`src/rtl/ac_sequencer.sv`:
```
// Accumulator command sequencer: takes one AC command over valid/ready, drives
// the AC load/clear strobes and reports done plus Z/C flags. Optional macro AC_SEQ_SATURATE_EN.
module ac_sequencer #(
  parameter int WIDTH   = 16,
  parameter int SHAMT_W = 4
) (
  input  logic             clk,
  input  logic             rst,
  input  logic             cmd_valid,
  output logic             cmd_ready,
  input  logic [2:0]       cmd_op,
  input  logic [WIDTH-1:0] cmd_data,
  input  logic [WIDTH-1:0] ac_out,
  output logic [WIDTH-1:0] ac_in,
  output logic             ac_re,
  output logic             ac_clear,
  output logic             busy,
  output logic             done,
  output logic             flag_z,
  output logic             flag_c
);

  // Handshake: a command transfers on a rising edge where cmd_valid && cmd_ready;
  // cmd_ready is high only in IDLE and the requester holds the command stable until then.

  localparam logic [2:0] OP_NOP = 3'd0;
  localparam logic [2:0] OP_CLR = 3'd1;
  localparam logic [2:0] OP_LD  = 3'd2;
  localparam logic [2:0] OP_ADD = 3'd3;
  localparam logic [2:0] OP_SUB = 3'd4;
  localparam logic [2:0] OP_AND = 3'd5;
  localparam logic [2:0] OP_SHL = 3'd6;
  localparam logic [2:0] OP_SHR = 3'd7;

  typedef enum logic [1:0] {IDLE, EXEC, SHIFT, DONE} state_t;

  state_t             state;
  logic [2:0]         op_q;
  logic [WIDTH-1:0]   data_q;
  logic [SHAMT_W-1:0] cnt_q;

  logic [WIDTH:0]     sum;
  logic [WIDTH:0]     diff;

  // Top bit of the widened sum is the carry; of the difference, the borrow.
  assign sum  = {1'b0, ac_out} + {1'b0, data_q};
  assign diff = {1'b0, ac_out} - {1'b0, data_q};

  assign cmd_ready = (state == IDLE);
  assign busy      = (state != IDLE);
  assign done      = (state == DONE);

  // AC write data follows the live AC value so consecutive shift writes chain.
  always_comb begin
    ac_in    = '0;
    ac_re    = 1'b0;
    ac_clear = 1'b0;
    case (state)
      EXEC: begin
        case (op_q)
          OP_CLR: ac_clear = 1'b1;
          OP_LD: begin
            ac_re = 1'b1;
            ac_in = data_q;
          end
          OP_ADD: begin
            ac_re = 1'b1;
`ifdef AC_SEQ_SATURATE_EN
            ac_in = sum[WIDTH] ? '1 : sum[WIDTH-1:0];
`else
            ac_in = sum[WIDTH-1:0];
`endif
          end
          OP_SUB: begin
            ac_re = 1'b1;
`ifdef AC_SEQ_SATURATE_EN
            ac_in = diff[WIDTH] ? '0 : diff[WIDTH-1:0];
`else
            ac_in = diff[WIDTH-1:0];
`endif
          end
          OP_AND: begin
            ac_re = 1'b1;
            ac_in = ac_out & data_q;
          end
          default: ;
        endcase
      end
      SHIFT: begin
        ac_re = 1'b1;
        ac_in = (op_q == OP_SHL) ? {ac_out[WIDTH-2:0], 1'b0} : {1'b0, ac_out[WIDTH-1:1]};
      end
      default: ;
    endcase
  end

  always_ff @(posedge clk or posedge rst) begin
    if (rst) begin
      state  <= IDLE;
      op_q   <= OP_NOP;
      data_q <= '0;
      cnt_q  <= '0;
      flag_z <= 1'b0;
      flag_c <= 1'b0;
    end else begin
      case (state)
        IDLE: begin
          if (cmd_valid) begin
            op_q   <= cmd_op;
            data_q <= cmd_data;
            cnt_q  <= cmd_data[SHAMT_W-1:0];
            case (cmd_op)
              OP_NOP: state <= DONE;
              OP_SHL, OP_SHR:
                state <= (cmd_data[SHAMT_W-1:0] == '0) ? DONE : SHIFT;
              default: state <= EXEC;
            endcase
          end
        end
        EXEC: begin
          if (op_q == OP_ADD) flag_c <= sum[WIDTH];
          if (op_q == OP_SUB) flag_c <= diff[WIDTH];
          state <= DONE;
        end
        SHIFT: begin
          flag_c <= (op_q == OP_SHL) ? ac_out[WIDTH-1] : ac_out[0];
          cnt_q  <= cnt_q - 1'b1;
          if (cnt_q == SHAMT_W'(1)) state <= DONE;
        end
        DONE: begin
          flag_z <= (ac_out == '0);
          state  <= IDLE;
        end
        default: state <= IDLE;
      endcase
    end
  end

endmodule

```
`config.mk`:
```
export PLATFORM = sky130hd
export DESIGN_NAME = ac_sequencer
export DESIGN_NICKNAME = d
export VERILOG_FILES = /design/src/rtl/ac_sequencer.sv
export SDC_FILE = /design/constraint.sdc
export NUM_CORES = 1
export LEC_CHECK = 0
export ABC_CLOCK_PERIOD_IN_PS = 5200
export BUFFER_PORTS_ARGS = -buffer_cell sky130_fd_sc_hd__buf_2
export CAP_MARGIN = 20
export CORE_MARGIN = 4
export CORE_UTILIZATION = 35
export DETAILED_ROUTE_END_ITERATION = 10
export MAX_ROUTING_LAYER = met4
export SLEW_MARGIN = 20
export SYNTH_ARGS = -nofsm -noshare
export SYNTH_HDL_FRONTEND = slang
export SYNTH_SLANG_ARGS = --single-unit
```
`constraint.sdc`:
```
create_clock -name clk -period 5.2 [get_ports clk]
set_input_delay 1.04 -clock clk [delete_from_list [all_inputs] [get_ports clk]]
set_output_delay 1.04 -clock clk [all_outputs]
set_load 0.05 [all_outputs]
```
After elaboration in Yosys (flattened, before gate mapping):

Cells that the tools add are included.

* $add $sub $neg: 3
* shift operators: 0
* equality and inequality tests: 15
* mux-type cells: 18
* magnitude comparators: 0
* reduce and logical (&&, ||, !) cells: 13
* multipliers: 0
* bitwise operators: 1
* divide/modulo/power cells: 0

Operators with widths (number)
* $pmux W16 S4: 1
* $pmux W16 S2: 1
* $add A16 B16 Y17: 1
* $sub A16 B16 Y17: 1
* $and A16 B16 Y16: 1
* $logic_not A16 Y1: 1
* $mux W16: 1
* $eq A3 B3 Y1 const B: 5
* $pmux W2 S4: 1
* $pmux W4 S2: 1
* $reduce_and A2 Y1: 4
* $mux W1: 7
* $eq A3 B2 Y1 const B: 2
* $reduce_bool A2 Y1: 3
* $eq A2 B2 Y1 const B: 2
* $eq A4 B1 Y1 const B: 1
* $logic_not A4 Y1: 1
* $mux W2: 2
* $mux W4: 1
* $ne A2 B2 Y1 const B: 2
* $pmux W1 S2: 2
* $pmux W2 S2: 1
* $reduce_or A4 Y1: 1
* $sub A4 B1 Y4 const B: 1
* 6 further kinds: 6

* output and inout port bits: 23
* memory bits (writable): 0
* memory bits (read-only): 0
* latch bits: 0
* memories: 0
* bits in registers: 27

Longest topological paths before layout:

Gate-level depths: netlist (run 1).

* depth in word-level cells: 5
* gate-level depth with buffers: 11

Worst setup path after synthesis (run 1):

No wires, ideal clock.

* path kind: input-to-output
* start point: input port ac_out[0]
* end point: output port ac_in[10]
* arrival time: 3.813 ns
* slack: 0.347 ns
* cell stages on the path: 11
* buffers on the path: 0
* cells stage by stage: inv_1 ha_1 fa_1 and2b_1 o31ai_4 a21oi_2 a21o_2 nand2_1 a21oi_1 nor4b_1 a211oi_1

* word-level cells in the longest chain between the ends: 3
* elaborated cells between the ends (all ways): 4
* classes of those cells: add/sub (2); mux (2)

RTL lines
* start, declared: line 13 `input logic [WIDTH-1:0] ac_out,`
* $sub A16 B16 Y17 or $add A16 B16 Y17 (tied branches): line 47, 46
* $pmux W16 S4 (*): line 60 `case (op_q)`
* $pmux W16 S2 (*): line 58 `case (state)`
* end, declared: line 14 `output logic [WIDTH-1:0] ac_in,`

Mark *: on every way between the ends. The rest lies on a longest branch, timed or not.

Worst setup path after layout (run 1):

* start point: input port ac_out[0]
* end point: output port ac_in[14]

The elaborated chain is that of the path after synthesis.

==> summary.md, run 1 <==
| Metric | Value |
|---|---|
| EDFF count, synth | `0` |
| VDD IR-drop max | `around 540 uV` |
| Die H | `~110 um` |
| Cts bufs inserted | `3` |
| Clk sinks | `27` |
| Worst-path clk slew | `0.12 ns` |
| Worst Hold Class | `flop to flop` |
| Largest cells by area after synthesis | `dfrtp_1, ha_1, mux2_2` |
| Syn Inst Count | `approximately 460` |
| CTS root buf | `clkbuf_8` |
| Status | `completed` |
| PostCTS Resize Cnt | `0` |
| Leak | `around 0.0019 uW` |
| Share of cells above drive strength 1 | `0.209` |
| Design Area, Final | `4160 um^2` |
| Postcts setup bufs | `0` |
| Worst skew pair latency | `about 0.31 ns` |
| Nets | `587` |
| Warnings, synthesis | `0` |
| Drt via density | `roughly 5.9` |
| Starting DRT DRC Count | `278` |
| Die Area | `approximately 12000 um^2` |
| Seq cells post-synth | `27` |
| Commonest cells post-synth | `inv_1, ha_1, nand2_1` |
| Port bufs | `60` |
| Crit path max fanout | `5` |
| Setup TNS | `0 ns` |
| Mapped cell area | `approximately 3700 um^2` |
| Initial core utilization | `0.359` |
| Mapped Nets | `540` |
| Htree depth | `1` |
| F_max | `0.210 GHz` |
| Final Skew | `between 0.01 and 0.015 ns` |
| Layout Area Growth over Synthesis | `12.4%` |
| Drt pass-1 iters | `5` |
| Routed WL | `12.2 mm` |
| Worst EP required | `4.16 ns` |
| Global-route wire length before repair | `~20 mm` |
| Post-synth ARST share | `1.00` |
| Grt ovf | `0` |
| Placed Instance Area | `approximately 4100 um^2` |
| Area of the multi-input gates | `2760 um^2` |
| Post-Syn Area per Cell | `about 8.0 um^2` |
| Routed len/inst | `approximately 19 um` |
| Max-cap violation count | `0` |
| Core Region | `10300 um^2` |
| Max-slew violation count | `0` |
| N_diodes | `0` |
| Io pins | `between 60 and 70` |
| Rows | `37` |
| ANT nets after route | `0` |
| Critical Path Sink Type | `output port` |
| CTS Buffer Depth | `2` |
| Final Setup Violations | `0` |
| WS Path Type | `input pin to output port` |
| Fin crit period | `4.76 ns` |
| Yosys top cell area share | `0.182` |
| Arr. time, crit path | `~3.7 ns` |
| GR Util All Layers | `0.204` |
| Initial antenna violation count | `0` |
| Vias | `around 3800` |
| Crit share post-route | `0.916` |
| Die X | `111 um` |
| CP Launch Type | `input pin` |
| Seq. cell area | `~680 um^2` |
| CTS tree | `done` |
| DP Wirelength | `between 9 and 10 mm` |
| RSZ-0062 raised after global routing | `no` |
| P per Cell Area | `a little under 700 nW/um^2` |
| Cts hold-fix bufs | `0` |
| Largest area contributor in the netlist | `dfrtp_1` |
| Seq/Total Area, Yosys | `0.182` |
| Fillcell total | `approximately 1100` |
| Most common cell in the netlist | `inv_1` |
| Global placer's final weighted congestion | `0.994` |
| Max_slew headroom | `0.458` |
| DRC violations left | `0` |
| Worst slew pin tran | `between 0.7 and 0.8 ns` |
| Final hold vios | `0` |
| Number of global-route vias before repair | `around 3900` |
| Largest net degree at the start of global routing | `28` |
| Unique masters post-synth | `77` |
| Main synth FF type | `dfrtp_1` |
## per-stage QoR
stage          setup slack (ns)  cells  total power (uW)  hold slack, ns   util
2_1_floorplan             0.347    461              2150           0.523      -
3_3_place_gp              0.548    639              2630           0.506  0.398
3_5_place_dp              0.467    639              2660           0.500  0.398
4_1_cts                   0.462    643              2830           0.540  0.403
5_1_grt                   0.270    643              3100           0.580  0.403
6_report                  0.439    643              2850           0.539  0.403
## logic make-up after synthesis
group,count (synthesis),synth area share
XOR/XNOR,10,0.0236
AND/OR/NAND/NOR,130,0.177
flip-flops,27,0.182
multiplexers,32,0.0932
buffers and inverters,67,0.0729
adder cells (fa/ha/maj),41,0.143
AO/OA/AOI/OAI,154,0.308
## state kept, by name, summed over array words and instances (netlist names)
signal  count
flag_c      1
state       2
cnt_q       4
data_q     16
flag_z      1
op_q        3
## cell usage in the layout (no fill, tap or decap), types with 9 or more instances in the layout
cell,instances
mux2_2,20
xnor2_1,9
nand2b_1,14
a22oi_1,10
o21ai_0,27
ha_1,39
dfrtp_1,27
a21oi_1,25
nor3_1,10
o22ai_1,10
mux2i_1,12
nand2_1,37
buf_2,60
inv_1,43
nor2_1,27
## routing by layer
layer	share of wire	global-route usage	up-vias	wire, um
met1	0.45	0.268	1817	5510
met3	0.071	0.0398	23	868
li1	-	-	1804	-
met5	0	-	-	0
met2	0.46	0.315	160	5600
met4	0.021	0.0681	0	252
## critical path: stages
cell and delay (ns):
buf_2 0.11, inv_1 0.08, ha_1 0.22, fa_1 0.38, and2b_1 0.29, o31ai_4 0.08
a21oi_2 0.28, a221oi_2 0.11, nor3_1 0.36, o41ai_2 0.14, mux2i_1 0.17, o221a_1 0.18
buf_2 0.26
## area by class of cell
cell class                 count  share of cell area
sequential                    27               0.162
timing repair buffer          66              0.0829
clock buffer                   3             0.00992
tap                          136              0.0409
multi-input combinational    367               0.663
clock inverter                 1             0.00210
inverter                      43              0.0388
## final timing paths
check	start	endpoint	slack, ns	depth (start not counted)
setup / recovery	ac_out[0]	ac_in[14]	0.44	13
hold / removal	flag_c$_DFFE_PP0P_	flag_c$_DFFE_PP0P_	0.54	2
setup reg to reg	data_q[0]$_DFFE_PP0P_	flag_c$_DFFE_PP0P_	2.36	11
hold reg to reg	flag_c$_DFFE_PP0P_	flag_c$_DFFE_PP0P_	0.54	2
max in group asynchronous	rst	data_q[3]$_DFFE_PP0P_	4.14	3
min in group asynchronous	rst	data_q[15]$_DFFE_PP0P_	0.77	3
## power by group
part,switching (uW),internal [uW]
Sequential,144,314
Combinational,1390,846
Clock,93.0,57.1
Total,1630,1220
No activity file was read; power rests on OpenSTA's default activity.
==> run 2: changes to the inputs <==
- HOLD_SLACK_MARGIN: default -> 0.08
- PLACE_DENSITY: default -> 0.64
==> run 2 against run 1 <==
Against the previous run: wire length shrank 4.3%; critical path depth is the same; worst hold slack lost 0.00092 ns; final cell count grew 0.16%; global-route usage shrank 0.90 points; worst setup slack lost 0.060 ns; combinational power is essentially flat; die area is the same; non-clock buffer count grew 1.
==> summary.md, run 2 (synthesis results as in run 1) <==
| Metric | Value |
|---|---|
| Metal-1 WL | `5.28 mm (-4.2%)` |
| Largest net degree at the start of global routing | `28 (unchanged)` |
| Fillcell total | `1094 (unchanged)` |
| Largest register FFs | `16 (unchanged)` |
| Worst skew pair latency | `0.30 ns (about the same)` |
| Drt via density | `5.89 (-0.42%)` |
| Fin crit period | `4.82 ns (+0.0597 ns)` |
| Initial antenna violation count | `0 (unchanged)` |
| Final Setup Violations | `0 (unchanged)` |
| CP max stage delay | `0.37 ns (about the same)` |
| Critical Path Sink Type | `output port` |
| Hold Path End | `flag_c$_DFFE_PP0P_` |
| Worst hold start | `flag_c$_DFFE_PP0P_` |
| Die H | `111 um (unchanged)` |
| Layout Cells excl Fill | `644 (+0.16%)` |
| Design Area, Final | `4170 um^2 (+0.18%)` |
| Rows | `37 (unchanged)` |
| Clk sinks | `27 (unchanged)` |
| Arr. time, crit path | `3.78 ns (+0.06 ns)` |
| Top Layer Used | `met4` |
| CTS tree | `done` |
| Biggest register | `data_q` |
| Global-route wire length before repair | `19.5 mm (-3.3%)` |
| Commonest non-fill, non-tap cell in the layout | `buf_2` |
| Max_slew headroom | `0.408 (-0.0500)` |
| Grt ovf | `0 (unchanged)` |
| Crit path max fanout | `5 (unchanged)` |
| Worst Hold Class | `flop to flop` |
| Worst reg2reg startpoint | `data_q[0]$_DFFE_PP0P_` |
| Core Region | `10300 um^2 (unchanged)` |
| Io pins | `61 (unchanged)` |
| RSZ-0062 raised after global routing | `no` |
| Met2 Wirelength | `5.42 mm (-3.1%)` |
| Postcts setup bufs | `0 (unchanged)` |
| Placed Instance Area | `4120 um^2 (+0.18%)` |
| Nets | `588 (+0.17%)` |
| Placed insts | `640 (+0.16%)` |
| DR WL met3 | `883 um (+1.7%)` |
| Most frequent cells in the layout | `buf_2, inv_1, ha_1, nand2_1` |
| Initial core utilization | `0.359 (unchanged)` |
| Max-slew violation count | `0 (unchanged)` |
| F_max | `0.207 GHz (-1.2%)` |
| Number of global-route vias before repair | `3793 (-2.3%)` |
| Flop2flop setup slack | `2.38 ns (+0.02 ns)` |
| Leak | `0.00190 uW (+0.20%)` |
| Die Area | `12300 um^2 (unchanged)` |
| Status | `completed` |
| CP max stage cell | `fa_1` |
| Cts bufs inserted | `3 (unchanged)` |
| Top flop regs | `data_q (16), cnt_q (4), op_q (3)` |
| Final Skew | `0.0164 ns (+0.00456 ns)` |
| Routed len/inst | `18.2 um (-4.4%)` |
| Crit share post-route | `0.927 (+0.0115)` |
| Vias | `3794 (-0.26%)` |
| CP Launch Type | `input pin` |
| Die X | `111 um (unchanged)` |
| Global placer's final weighted congestion | `0.954 (-4.0%)` |
| Worst slew pin tran | `0.886 ns (+0.0937 ns)` |
| Drt pass-1 iters | `5 (unchanged)` |
| Worst r2r path cells | `10 (-1)` |
| Share of cells above drive strength 1 | `0.211 (+0.00156)` |
| ANT nets after route | `0 (unchanged)` |
| Port bufs | `60 (unchanged)` |
| Worst EP required | `4.16 ns (about the same)` |
| Starting DRT DRC Count | `325 (+17%)` |
| Layout Area Growth over Synthesis | `12.6%` |
| PostCTS Resize Cnt | `0 (unchanged)` |
| Critical path's most frequent cell | `buf_2` |
| Final hold vios | `0 (unchanged)` |
| Crit-path cells | `buf_2 > inv_1 > ha_1 > fa_1 > and2b_1 > o31ai_4 > a21oi_2 > a221oi_2 > nor3_1 > o41ai_2 > mux2i_1 > o221a_1 > buf_2` |
| Routed WL | `11.7 mm (-4.3%)` |
| Setup TNS | `0 ns (unchanged)` |
| Cts hold-fix bufs | `0 (unchanged)` |
| Htree depth | `1 (unchanged)` |
| N_diodes | `0 (unchanged)` |
| Worst-path clk slew | `0.13 ns (about the same)` |
| CTS root buf | `clkbuf_8` |
| Max-cap violation count | `0 (unchanged)` |
| Hold path cells | `2 (unchanged)` |
| DP Wirelength | `8.99 mm (-2.4%)` |
| VDD IR-drop max | `427 uV (-21%)` |
| RR Endpoint | `flag_c$_DFFE_PP0P_` |
| WS Path Type | `input pin to output port` |
| CTS Buffer Depth | `2 (unchanged)` |
| DRC violations left | `0 (unchanged)` |
| P per Cell Area | `676 nW/um^2 (-1.2%)` |
| GR Util All Layers | `0.195 (-0.00902)` |
==> run 2: cell types whose count changed in the layout (fill, tap and decap cells not counted) <==
| cell | previous run | this run |
|---|---|---|
| buf_4 | 6 | 7 |
==> run 2: metal layers <==
metal,track usage,vias up
li1,-,1801
met1,0.261,1831
met2,0.311,150
met3,0.0300,12
met4,0.0427,0
met5,-,-
==> run 2: how the worst max path moves through the flow <==
stage	slack, ns	end	startpoint
floorplan	0.35	ac_in[10]	ac_out[0]
global placement	0.51	ac_in[14]	ac_out[0]
detailed placement	0.43	ac_in[14]	ac_out[0]
CTS	0.42	ac_in[14]	ac_out[0]
global route	0.20	ac_in[14]	ac_out[0]
finish	0.38	ac_in[14]	ac_out[0]
==> run 2: worst max-delay path, delay by kind of cell <==
kind            cells  cell delay, ns
simple gates        2            0.65
buf+inv             3            0.46
mux                 1            0.16
fa+ha+maj           2            0.59
compound gates      5            0.89
==> run 2: through the flow <==
step                      hold slack, ns  setup WS [ns]  power (uW)   util
final                              0.539          0.379        2820  0.404
after floorplan                    0.523          0.347        2150      -
after detailed placement           0.499          0.428        2650  0.399
after CTS                          0.541          0.420        2810  0.404
after global routing               0.561          0.198        3080  0.404
after global placement             0.496          0.507        2630  0.399
==> run 2: layout make-up <==
type / count / area [um^2] / share of cell area
clock buffer: 3 / 41.3 / 0.00990
clock inverter: 1 / 8.76 / 0.00210
inverter: 43 / 161 / 0.0387
multi-input combinational: 367 / 2760 / 0.662
sequential: 27 / 676 / 0.162
tap: 136 / 170 / 0.0408
timing repair buffer: 67 / 353 / 0.0846
==> run 2: report_power, final <==
group	total, uW	internal (uW)	switching [uW]
combinational	2220	847	1380
sequential	451	314	137
clock	146	56.8	89.3
total	2820	1220	1600
